**src/rtl/uart_rx_ctrl.sv**
```systemverilog
// uart_rx_ctrl: receive-side controller between the uart_rx deserializer and a
// byte consumer. It captures each finished frame, acknowledges it with a one-cycle
// rx_accept pulse, and pushes clean bytes into a first-word-fall-through FIFO. It
// also keeps saturating parity, framing and overrun counters.
//
// Ports:
//   clk, rst_n            clock; asynchronous reset, active-high (reset while rst_n=1)
//   rx_done/rx_data       frame-done level and byte from uart_rx
//   rx_parity_err         parity error flag from uart_rx
//   rx_framing_err        framing error flag from uart_rx
//   rx_accept             one-cycle registered acknowledge back to uart_rx
//   m_valid/m_data        FIFO head; popped when m_valid && m_ready
//   m_err                 {framing, parity} of the head entry (UART_RX_CTRL_KEEP_ERR_EN only)
//   level                 FIFO occupancy
//   overflow              sticky overrun indication
//   parity_cnt, framing_cnt, overrun_cnt   saturating event counters
//   clr_stats             synchronous clear of counters and overflow
//
// Build option: define UART_RX_CTRL_KEEP_ERR_EN to keep errored frames in the FIFO
// (10-bit entries, m_err port present) instead of discarding them.

module uart_rx_ctrl #(
  parameter int FIFO_DEPTH = 8,
  parameter int CNT_WIDTH  = 8
) (
  input  logic                          clk,
  input  logic                          rst_n,
  input  logic                          rx_done,
  input  logic [7:0]                    rx_data,
  input  logic                          rx_parity_err,
  input  logic                          rx_framing_err,
  output logic                          rx_accept,
  output logic                          m_valid,
  output logic [7:0]                    m_data,
`ifdef UART_RX_CTRL_KEEP_ERR_EN
  output logic [1:0]                    m_err,
`endif
  input  logic                          m_ready,
  output logic [$clog2(FIFO_DEPTH):0]   level,
  output logic                          overflow,
  output logic [CNT_WIDTH-1:0]          parity_cnt,
  output logic [CNT_WIDTH-1:0]          framing_cnt,
  output logic [CNT_WIDTH-1:0]          overrun_cnt,
  input  logic                          clr_stats
);

  localparam int AW = $clog2(FIFO_DEPTH);
  localparam int LW = AW + 1;
`ifdef UART_RX_CTRL_KEEP_ERR_EN
  localparam int EW = 10;
`else
  localparam int EW = 8;
`endif

  localparam logic [LW-1:0]        LVL_ONE  = LW'(1);
  localparam logic [LW-1:0]        LVL_FULL = LW'(FIFO_DEPTH);
  localparam logic [AW-1:0]        PTR_ONE  = AW'(1);
  localparam logic [CNT_WIDTH-1:0] CNT_ONE  = CNT_WIDTH'(1);

  typedef enum logic [1:0] {
    IDLE     = 2'd0,
    DECIDE   = 2'd1,
    ACK      = 2'd2,
    WAIT_LOW = 2'd3
  } state_t;

  state_t state_q, state_d;

  // Latched frame
  logic [7:0] lat_data;
  logic       lat_par;
  logic       lat_frm;

  // FIFO storage; entry layout is {framing, parity, data} when flags are kept
  logic [EW-1:0] mem [FIFO_DEPTH];
  logic [AW-1:0] wr_ptr;
  logic [AW-1:0] rd_ptr;
  logic [AW-1:0] head_idx;
  logic [EW-1:0] head_entry;
  logic [EW-1:0] push_entry;

  logic full;
  logic pop;
  logic push;
  logic drop_err;
  logic inc_par;
  logic inc_frm;
  logic inc_ovr;

  // ---------------- FSM ----------------
  always_ff @(posedge clk or posedge rst_n) begin
    if (rst_n) state_q <= IDLE;
    else       state_q <= state_d;
  end

  always_comb begin
    state_d = state_q;
    case (state_q)
      IDLE:     if (rx_done) state_d = DECIDE;
      DECIDE:   state_d = ACK;
      ACK:      state_d = WAIT_LOW;
      WAIT_LOW: if (!rx_done) state_d = IDLE;
      default:  state_d = IDLE;
    endcase
  end

  // Frame latch and registered acknowledge. rx_accept is high exactly while in ACK.
  always_ff @(posedge clk or posedge rst_n) begin
    if (rst_n) begin
      lat_data  <= '0;
      lat_par   <= 1'b0;
      lat_frm   <= 1'b0;
      rx_accept <= 1'b0;
    end else begin
      if (state_q == IDLE && rx_done) begin
        lat_data <= rx_data;
        lat_par  <= rx_parity_err;
        lat_frm  <= rx_framing_err;
      end
      rx_accept <= (state_q == DECIDE);
    end
  end

  // ---------------- Classification ----------------
  assign full = (level == LVL_FULL);
  // m_valid is a pure function of the level register, so m_ready never reaches it.
  assign pop  = m_valid && m_ready;

  always_comb begin
    drop_err = 1'b0;
    push     = 1'b0;
    inc_par  = 1'b0;
    inc_frm  = 1'b0;
    inc_ovr  = 1'b0;
`ifndef UART_RX_CTRL_KEEP_ERR_EN
    drop_err = lat_par || lat_frm;
`endif
    if (state_q == DECIDE) begin
      inc_par = lat_par;
      inc_frm = lat_frm;
      if (!drop_err) begin
        // A pop on the same edge frees the slot, so a full FIFO still accepts.
        if (full && !pop) inc_ovr = 1'b1;
        else              push    = 1'b1;
      end
    end
  end

`ifdef UART_RX_CTRL_KEEP_ERR_EN
  assign push_entry = {lat_frm, lat_par, lat_data};
`else
  assign push_entry = lat_data;
`endif

  // ---------------- FIFO ----------------
  always_ff @(posedge clk or posedge rst_n) begin
    if (rst_n) begin
      for (int i = 0; i < FIFO_DEPTH; i++) mem[i] <= '0;
      wr_ptr <= '0;
      rd_ptr <= '0;
      level  <= '0;
    end else begin
      if (push) begin
        mem[wr_ptr] <= push_entry;
        wr_ptr      <= wr_ptr + PTR_ONE;
      end
      if (pop) rd_ptr <= rd_ptr + PTR_ONE;
      case ({push, pop})
        2'b10:   level <= level + LVL_ONE;
        2'b01:   level <= level - LVL_ONE;
        default: level <= level;
      endcase
    end
  end

  assign m_valid = (level != '0);

  // While empty, show the most recently popped slot so the head outputs hold
  // their last value. That slot cannot be written until the FIFO is non-empty,
  // since the next write goes to rd_ptr. After reset it reads the cleared array.
  assign head_idx   = m_valid ? rd_ptr : (rd_ptr - PTR_ONE);
  assign head_entry = mem[head_idx];
  assign m_data     = head_entry[7:0];
`ifdef UART_RX_CTRL_KEEP_ERR_EN
  assign m_err      = head_entry[9:8];
`endif

  // ---------------- Statistics ----------------
  // clr_stats wins over a same-edge event; counters stick at all-ones.
  always_ff @(posedge clk or posedge rst_n) begin
    if (rst_n) begin
      parity_cnt  <= '0;
      framing_cnt <= '0;
      overrun_cnt <= '0;
      overflow    <= 1'b0;
    end else if (clr_stats) begin
      parity_cnt  <= '0;
      framing_cnt <= '0;
      overrun_cnt <= '0;
      overflow    <= 1'b0;
    end else begin
      if (inc_par && parity_cnt  != '1) parity_cnt  <= parity_cnt  + CNT_ONE;
      if (inc_frm && framing_cnt != '1) framing_cnt <= framing_cnt + CNT_ONE;
      if (inc_ovr && overrun_cnt != '1) overrun_cnt <= overrun_cnt + CNT_ONE;
      if (inc_ovr) overflow <= 1'b1;
    end
  end

endmodule

```
**config.mk**
```make
export PLATFORM = sky130hd
export DESIGN_NAME = uart_rx_ctrl
export DESIGN_NICKNAME = d
export VERILOG_FILES = /design/src/rtl/uart_rx_ctrl.sv
export SDC_FILE = /design/constraint.sdc
export NUM_CORES = 1
export LEC_CHECK = 0
export ABC_AREA = 1
export CAP_MARGIN = 20
export CORE_MARGIN = 10
export CORE_UTILIZATION = 39
export CTS_CLUSTER_DIAMETER = 30
export CTS_CLUSTER_SIZE = 30
export DETAILED_ROUTE_END_ITERATION = 6
export DONT_BUFFER_PORTS = 1
export MAX_ROUTING_LAYER = met4
export PLACE_DENSITY = 0.59
export SLEW_MARGIN = 30
export SYNTH_ARGS = -nofsm -noshare
export SYNTH_HDL_FRONTEND = slang
export SYNTH_SLANG_ARGS = --single-unit
export TNS_END_PERCENT = 5
```
**constraint.sdc**
```tcl
create_clock -name clk -period 4.4 [get_ports clk]
set_clock_uncertainty 0.15 [all_clocks]
set_input_delay 0.88 -clock clk [delete_from_list [all_inputs] [get_ports clk]]
set_output_delay 0.88 -clock clk [all_outputs]
set_load 0.03 [all_outputs]
```
==> impl_metrics.csv, run 1 <==
group,metric,value,unit
worst_setup_path,arrival,2.66,ns
clocking,hold_buffers,0,
finish,seqCellArea,2800,µm²
finish,area_growth,6.51,%
logic_synthesis,ys_warn_count,0,
power,power_density,728,nW/µm²
clocking,tritoncts,"done",
clocking,cts-root-buf,"clkbuf_16",
floorplan,rows,45,
clocking,clockBufferDepth,2,
logic_synthesis,syn_inst,720,
sta,slew_headroom,58.0,%
clocking,clock_latency,0.35,ns
finish,fin_nets,740,
drt,wirelength,14500,µm
drt,antenna_left,0,
drt,dr_total_vias,4656,
clocking,htree_levels,3,
logic_synthesis,avgSynthCellArea,8.38,µm²
finish,multi_input_area,2660,µm²
drt,viasPerCell,5.15,
drt,route.detailed.drc,0,
finish,drive_above_1_share,7.54,%
floorplan,die_x,144,µm
flow_run,max_cap_violations,0,
logic_synthesis,yosys_register_bits,112,
placed_design,postPlaceCellArea,6080,µm²
placed_design,dp_hpwl,10400,µm
drt,first_iter_violations,396,
floorplan,start_util,39.7,%
drt,wire_per_inst,16.0,µm
logic_synthesis,yosysSeqAreaShare,46.5,%
sta,min_period,3.69,ns
logic_synthesis,synth_area,6030,µm²
floorplan,die_height,144,µm
logic_synthesis,synth_nets,749,
placed_design,numPortBuffers,0,
worst_setup_path,endpoint_kind,"output pin",
finish,n_antenna_cell,0,
sta,finalHoldViolations,0,
finish,final_area,6430,µm²
power,p_leak,3.16,nW
sta,period_share,83.9,%
sta,tightest_slew,0.631,ns
logic_synthesis,yosysTopAreaCell,"dfrtp_1",
sta,setup_viol,0,
floorplan,dieArea,20800,µm²
sta,finalHoldWorstSlack,0.328,ns
grt,grtUsageTotal,14.7,%
clocking,cts_made_buffers,9,
min_path,hp-class,"in2async",
grt,antenna_found_initial,0,
power,power,4.68,mW
clocking,postCtsSetupBuffers,0,
worst_setup_path,critPathLaunchType,"flip-flop",
sta,finalSetupTns,0,ns
worst_setup_path,cp_max_fo,25,
placed_design,place_congestion,0.855,
grt,grt_max_degree,70,
logic_synthesis,yosys.area.top_type_share,46.5,%
grt,grt_pass1_vias,4488,
logic_synthesis,netlist_top_cells_area,"dfrtp_1 (46%), nand2_1 (12%), nand3_1 (6.4%)",
power,ir_worst_vdd,0.000235,V
floorplan,core,15200,µm²
sta,max_freq,271,MHz
run_status,status,"finished clean",
sta,drv_slew,0,
drt,first_pass_iters,4,
logic_synthesis,ys_types,37,
logic_synthesis,ys_async_sr_fraction,100,%
worst_setup_path,crit_type,"reg2out",
grt,grt_pass1_wl,23300,µm
clocking,postCtsResizedCells,0,
clocking,cts_sinks,112,
clocking,path_clk_slew,0.07,ns
worst_setup_path,required,3.37,ns
grt,gr-total-overflow,0,
finish,fillCellCount,1488,
floorplan,pin_count,54,
logic_synthesis,ys.flop_type,"dfrtp_1",
logic_synthesis,synth_edf_count,0,
sta,grt_setup_unrepaired,"false",
==> cells in the mapped netlist, types with 4 or more instances <==
cell      number
xor2_1        11
nor3_1         4
nand3b_1      16
nand4_1       11
inv_1         97
ha_1          14
buf_6         12
nand3_1       77
dfrtp_1      112
nand2_1      188
nand4_4        7
buf_2          4
nand2_4        4
o21ai_2        5
o21ai_0       20
o21ai_1       56
a21oi_1       19
nor2_1        30
==> cell families (layout without fill, tap and decap cells) <==
kind of cell	Yosys count	count (layout)	share of synthesized area [%]
and+or+nand+nor	350	350	28.5
DFF	112	112	46.5
xor gates and xnor gates	15	15	2.49
muxes	3	3	0.560
buffers and inverters	120	116	9.48
adders and majority gates	14	14	2.90
AOI/OAI and AO/OA	106	106	9.66
==> placed cells by master, fill, tap and decap left out, types with 3 or more instances in the layout <==
cell	count
nor2_1	30
a21oi_1	19
inv_6	3
nand4_4	7
nand3_1	77
o21ai_1	56
nand4_1	11
nand2_1	188
nand3b_1	16
nor3_1	4
o21ai_2	5
o21ai_0	20
clkbuf_16	9
nand2_2	3
inv_1	96
nand2_4	4
xor2_1	11
xnor2_1	3
nand3_2	3
dfrtp_1	112
ha_1	14
mux2_2	3
==> sequential cells by signal (all words and copies together) (netlist names), 2 cells and up <==
name         flops
overrun_cnt      8
rd_ptr           3
lat_data         8
mem             64
state_q          2
parity_cnt       8
wr_ptr           3
level            4
framing_cnt      8
==> report_power, final <==
part           internal, mW  switching [mW]
Combinational         0.604            1.45
Clock                 0.536           0.390
Sequential             1.37           0.327
==> per-stage QoR <==
| step | util (%) | setup WS, ns | cells |
|---|---|---|---|
| after global placement | 40.0 | 1.16 | 888 |
| final | 42.3 | 0.709 | 904 |
| after detailed placement | 40.0 | 1.12 | 888 |
| after CTS | 42.3 | 0.725 | 904 |
| after floorplan | - | 0.411 | 720 |
| after global routing | 42.3 | 0.521 | 904 |
==> per-layer routing <==
| metal | vias up | global-route usage, % | wire length [µm] |
|---|---|---|---|
| met5 | - | - | 0 |
| met4 | 0 | 6.91 | 397 |
| met3 | 33 | 3.25 | 821 |
| met2 | 110 | 22.9 | 6920 |
| met1 | 2207 | 17.8 | 6340 |
| li1 | 2306 | - | - |
==> cell type report <==
type                       instances  share of cell area [%]
sequential                       112                    43.6
multi-input combinational        488                    41.4
inverter                          98                    5.84
clock buffer                      11                    3.93
tap                              188                    3.66
clock inverter                     5                    1.34
timing repair buffer               2                   0.234
==> critical path: stages, from the launching register on <==
cell     delay (ns)
dfrtp_1        0.55
nor2_2         0.32
nand3_2        0.50
nand2_4        0.39
nand2_1        0.11
nand3_1        0.08
nand2_1        0.05
nand2_1        0.06
nand2_1        0.22
==> path summary, 6_finish.rpt <==
path / cells after the start / end / start / slack [ns]
worst min-delay path: 1 / lat_data[5] / rst_n / 0.33
worst max-delay path: 8 / m_data[1] / level[2] / 0.71
min in group clk: 2 / mem[62] / mem[62] / 0.34
worst max register to register: 11 / level[2] / level[2] / 1.59
worst min register to register: 2 / mem[62] / mem[62] / 0.34
max in group asynchronous: 2 / mem[0] / rst_n / 2.99
Power figures use the tool's default switching activity.
==> run 2: changes to the inputs <==
==> constraint.sdc (replaced) <==
create_clock -name clk -period 3.5 [get_ports clk]
set_clock_uncertainty 0.15 [all_clocks]
set_input_delay 0.7 -clock clk [delete_from_list [all_inputs] [get_ports clk]]
set_output_delay 0.7 -clock clk [all_outputs]
set_load 0.03 [all_outputs]
==> impl_metrics.csv, run 2 (same netlist as run 1, synthesis figures left out) <==
group,metric,value,unit
sta,period_share,92.5,%
worst_setup_path,crit-reg2reg-launch,"level[0]",
grt,grt_max_degree,53,
flow_run,max_cap_violations,0,
grt,grt_pass1_vias,4570,
clocking,clockBufferDepth,2,
clocking,hold_buffers,0,
floorplan,rows,45,
finish,final_area,6460,µm²
drt,first_iter_violations,380,
worst_setup_path,endpoint_kind,"output pin",
min_path,hp-class,"in2async",
sta,tightest_slew,0.626,ns
drt,wire_per_inst,16.0,µm
worst_setup_path,rrSetupSlack,0.91,ns
finish,n_antenna_cell,0,
clocking,postCtsResizedCells,0,
floorplan,core,15200,µm²
worst_setup_path,critPathMaxStageDelay,0.45,ns
clocking,htree_levels,3,
worst_setup_path,crit_family,"simple AND/OR/NAND/NOR gates",
drt,viasPerCell,5.22,
worst_setup_path,required,2.65,ns
sta,setup_viol,0,
drt,first_pass_iters,5,
grt,antenna_found_initial,0,
sta,finalHoldViolations,0,
worst_setup_path,path_cells,"inv_1 -> ha_1 -> inv_1 -> o21ai_4 -> nand3_1 -> nand2_1 -> nand2_1 -> nand2_1",
clocking,cts-root-buf,"clkbuf_16",
clocking,clock_latency,0.36,ns
sta,grt_setup_unrepaired,"false",
floorplan,start_util,39.7,%
clocking,cts_made_buffers,9,
floorplan,dieArea,20800,µm²
grt,grtUsageTotal,15.1,%
worst_setup_path,r2r-end,"level[2]",
worst_setup_path,cp_max_fo,16,
grt,grt_pass1_wl,24100,µm
sta,slew_headroom,58.2,%
finish,area_growth,7.05,%
power,p_leak,3.18,nW
worst_setup_path,critPathLaunchType,"flip-flop",
drt,wirelength,14600,µm
finish,drive_above_1_share,8.55,%
sta,drv_slew,0,
drt,route.detailed.drc,0,
grt,gr-total-overflow,0,
power,power,5.76,mW
clocking,path_clk_slew,0.08,ns
placed_design,place_congestion,0.854,
finish,final_common_cell,"nand2_1",
power,power_density,892,nW/µm²
floorplan,die_x,144,µm
clocking,tritoncts,"done",
worst_setup_path,cpMostUsedCell,"nand2_1",
placed_design,dp_hpwl,10600,µm
sta,finalSetupTns,0,ns
drt,antenna_left,0,
floorplan,die_height,144,µm
finish,fillCellCount,1534,
finish,largest_reg_flops,64,
worst_setup_path,crit_type,"reg2out",
worst_setup_path,crit_buf_inv,2,
placed_design,numPortBuffers,0,
finish,top_register,"mem",
finish,utilization,42.5,%
sta,min_period,3.24,ns
drt,dr_total_vias,4765,
finish,fin_nets,749,
sta,max_freq,309,MHz
worst_setup_path,reg2reg_depth,12,
run_status,status,"finished clean",
worst_setup_path,crit_path_top_delay_cell,"dfrtp_1",
clocking,postCtsSetupBuffers,0,
floorplan,pin_count,54,
clocking,cts_sinks,112,
worst_setup_path,arrival,2.39,ns
finish,final_cell_mix,"nand2_1 (188), dfrtp_1 (112), inv_1 (96)",
placed_design,postPlaceCellArea,6160,µm²
power,ir_worst_vdd,0.000363,V
## run 2: changes by cell type in the layout (fill, tap and decap cells not counted), sizes merged
cell      before  now
clkinvlp       0    2
inv          100   98
clkinv         1    4
bufinv         2    0
clkbuf        11   10
buf            2   11
## run 2: layer usage
layer	part of all wire [%]	track usage, %	vias up
met5	0	-	-
met4	1.7	5.43	0
met3	6.4	3.74	16
met2	48	23.7	130
met1	44	18.7	2286
li1	-	-	2333
## run 2: worst max-delay path by stage
stage	from	to	slack, ns	cells past startpoint
after global routing	rd_ptr[0]	m_data[7]	0.06	8
after global placement	level[0]	m_data[2]	0.73	10
after detailed placement	rd_ptr[0]	m_data[7]	0.66	8
after floorplan	level[2]	m_data[5]	0.88	8
after CTS	rd_ptr[0]	m_data[7]	0.26	8
final	rd_ptr[0]	m_data[7]	0.26	8
## run 2: worst register-to-register path: cells and delay by family, from the launching register on
kind                     cells  cell delay (ns)
AND/OR/NAND/NOR              5             0.77
adder cells (fa/ha/maj)      2             0.47
flip-flops                   1             0.41
buffers and inverters        2             0.27
AO/OA/AOI/OAI                2             0.22
XOR/XNOR                     1             0.18
## run 2: final cells by class
class | count | area, µm² | area share [%]
clock buffers | 10 | 229 | 3.55
well taps | 188 | 235 | 3.64
clock inverters | 6 | 43.8 | 0.678
repair buffers | 11 | 115 | 1.78
inverters | 98 | 374 | 5.79
flip-flops and latches | 112 | 2800 | 43.4
multi-input cells | 488 | 2660 | 41.2
## run 2: power by group
group	total (mW)	switching (mW)	internal [mW]
sequential	2.06	0.335	1.72
combinational	2.73	1.91	0.821
clock	0.975	0.488	0.486
total	5.76	2.74	3.03
## run 2: stage by stage
step                hold WS (ns)  cells  worst slack, ns
finish                    0.0521    913            0.263
global route              0.0692    913           0.0606
CTS                        0.235    912            0.260
detailed placement         0.317    896            0.657
global placement           0.311    896            0.730
floorplan                  0.294    720            0.880
==> run 3: changes to the inputs <==
--- a/config.mk
+++ b/config.mk
@@ -8,13 +8,13 @@
 export ABC_AREA = 1
 export CAP_MARGIN = 20
 export CORE_MARGIN = 10
-export CORE_UTILIZATION = 39
+export CORE_UTILIZATION = 45
 export CTS_CLUSTER_DIAMETER = 30
 export CTS_CLUSTER_SIZE = 30
 export DETAILED_ROUTE_END_ITERATION = 6
 export DONT_BUFFER_PORTS = 1
 export MAX_ROUTING_LAYER = met4
-export PLACE_DENSITY = 0.59
+export PLACE_DENSITY = 0.66
 export SLEW_MARGIN = 30
 export SYNTH_ARGS = -nofsm -noshare
 export SYNTH_HDL_FRONTEND = slang
==> impl_metrics.csv, run 3 (same netlist as run 1, synthesis figures left out) <==
group,metric,value,unit
run_status,status,"finished clean",
finish,n_antenna_cell,0,
sta,max_freq,303,MHz
placed_design,pre_cts_ws,0.517,ns
clocking,path_clk_slew,0.07,ns
clocking,cts-root-buf,"clkbuf_16",
sta,fin_ws,0.196,ns
floorplan,die_x,136,µm
sta,drv_slew,0,
clocking,clock_latency,0.36,ns
worst_setup_path,crit_type,"reg2out",
floorplan,pin_count,54,
grt,antenna_found_initial,0,
clocking,hold_buffers,0,
clocking,tritoncts,"done",
sta,finalSetupTns,0,ns
clocking,htree_levels,3,
drt,route.detailed.drc,0,
min_path,hp-class,"in2async",
drt,viasPerCell,5.16,
clocking,cts_made_buffers,9,
finish,top_register,"mem",
worst_setup_path,endpoint_kind,"output pin",
worst_setup_path,cp_max_fo,16,
finish,final_cell_mix,"nand2_1 (188), dfrtp_1 (112), inv_1 (96)",
floorplan,start_util,45.7,%
worst_setup_path,required,2.65,ns
clocking,cts_sinks,112,
drt,wirelength,13300,µm
floorplan,core,13200,µm²
finish,area_growth,6.26,%
grt,grt_pass1_wl,22600,µm
placed_design,dp_hpwl,9590,µm
worst_setup_path,arrival,2.45,ns
worst_setup_path,critPathLaunchType,"flip-flop",
floorplan,rows,42,
clocking,clockBufferDepth,2,
finish,drive_above_1_share,7.53,%
drt,first_iter_violations,338,
finish,fin_nets,742,
drt,first_pass_iters,5,
grt,grt_max_degree,57,
placed_design,placed_cells,877,
sta,slew_headroom,60.3,%
drt,antenna_left,0,
sta,min_period,3.30,ns
power,p_leak,3.15,nW
drt,wire_per_inst,14.9,µm
finish,fillCellCount,1273,
finish,final_cells,893,
sta,grt_setup_unrepaired,"false",
power,power,5.73,mW
worst_setup_path,reg2reg_depth,11,
grt,gr-total-overflow,0,
sta,finalHoldViolations,0,
finish,largest_reg_flops,64,
floorplan,die_height,136,µm
placed_design,numPortBuffers,0,
sta,period_share,94.4,%
floorplan,dieArea,18400,µm²
finish,final_common_cell,"nand2_1",
placed_design,place_congestion,0.898,
power,ir_worst_vdd,0.000360,V
sta,tightest_slew,0.595,ns
flow_run,max_cap_violations,0,
grt,grtUsageTotal,15.5,%
grt,grt_pass1_vias,4436,
power,power_density,894,nW/µm²
drt,dr_total_vias,4606,
sta,setup_viol,0,
## run 3: final timing paths
kind	start	end	slack [ns]
min	rst_n	overrun_cnt[2]	0.11
max reg2reg	level[2]	level[2]	0.66
max in group asynchronous	rst_n	overrun_cnt[5]	2.30
min in group clk	clr_stats	overrun_cnt[1]	0.24
max	level[2]	m_data[2]	0.20
min reg2reg	mem[57]	mem[57]	0.33
## run 3: through the flow
stage	instance area, µm²	hold slack (ns)	utilization, %
2_1_floorplan	6040	0.294	-
3_3_place_gp	6090	0.307	46.2
3_5_place_dp	6090	0.314	46.2
4_1_cts	6380	0.115	48.3
5_1_grt	6410	0.145	48.6
6_report	6410	0.110	48.6
## run 3: routing by layer
metal | up-vias | share of wire [%] | track usage, % | wire, µm
met3 | 11 | 6.4 | 4.90 | 851
met5 | - | 0 | - | 0
met2 | 107 | 46 | 23.5 | 6150
met4 | 0 | 1.1 | 4.25 | 150
met1 | 2171 | 46 | 19.5 | 6170
li1 | 2317 | - | - | -
## run 3: critical path, stage by stage (launching register included)
cell	delay [ns]
dfrtp_1	0.55
nor2_2	0.33
nand2_4	0.23
o21ai_4	0.44
nand3_1	0.14
nand2_1	0.08
nand2_1	0.04
nand2_1	0.28
## run 3: timing repair
item | CTS | global route
hold endpoints to repair | 0 | 0
endpoints found under the setup margin | 0 | 7
resized for setup | 0 | 2
setup buffers | 0 | 1
## run 3: report_power, final
group,switching [mW],leakage [nW],internal [mW]
Sequential,0.425,1.45,1.72
Clock,0.476,0.143,0.553
Combinational,1.76,1.56,0.802
Total,2.66,3.15,3.07
## run 3: cell type report
cell class	instances	area [µm²]	area share, %
Clock buffer	10	229	3.57
Clock inverter	5	57.6	0.898
Inverter	98	374	5.84
Multi-Input combinational cell	488	2670	41.7
Sequential cell	112	2800	43.7
Tap cell	176	220	3.43
Timing Repair Buffer	4	55.1	0.859
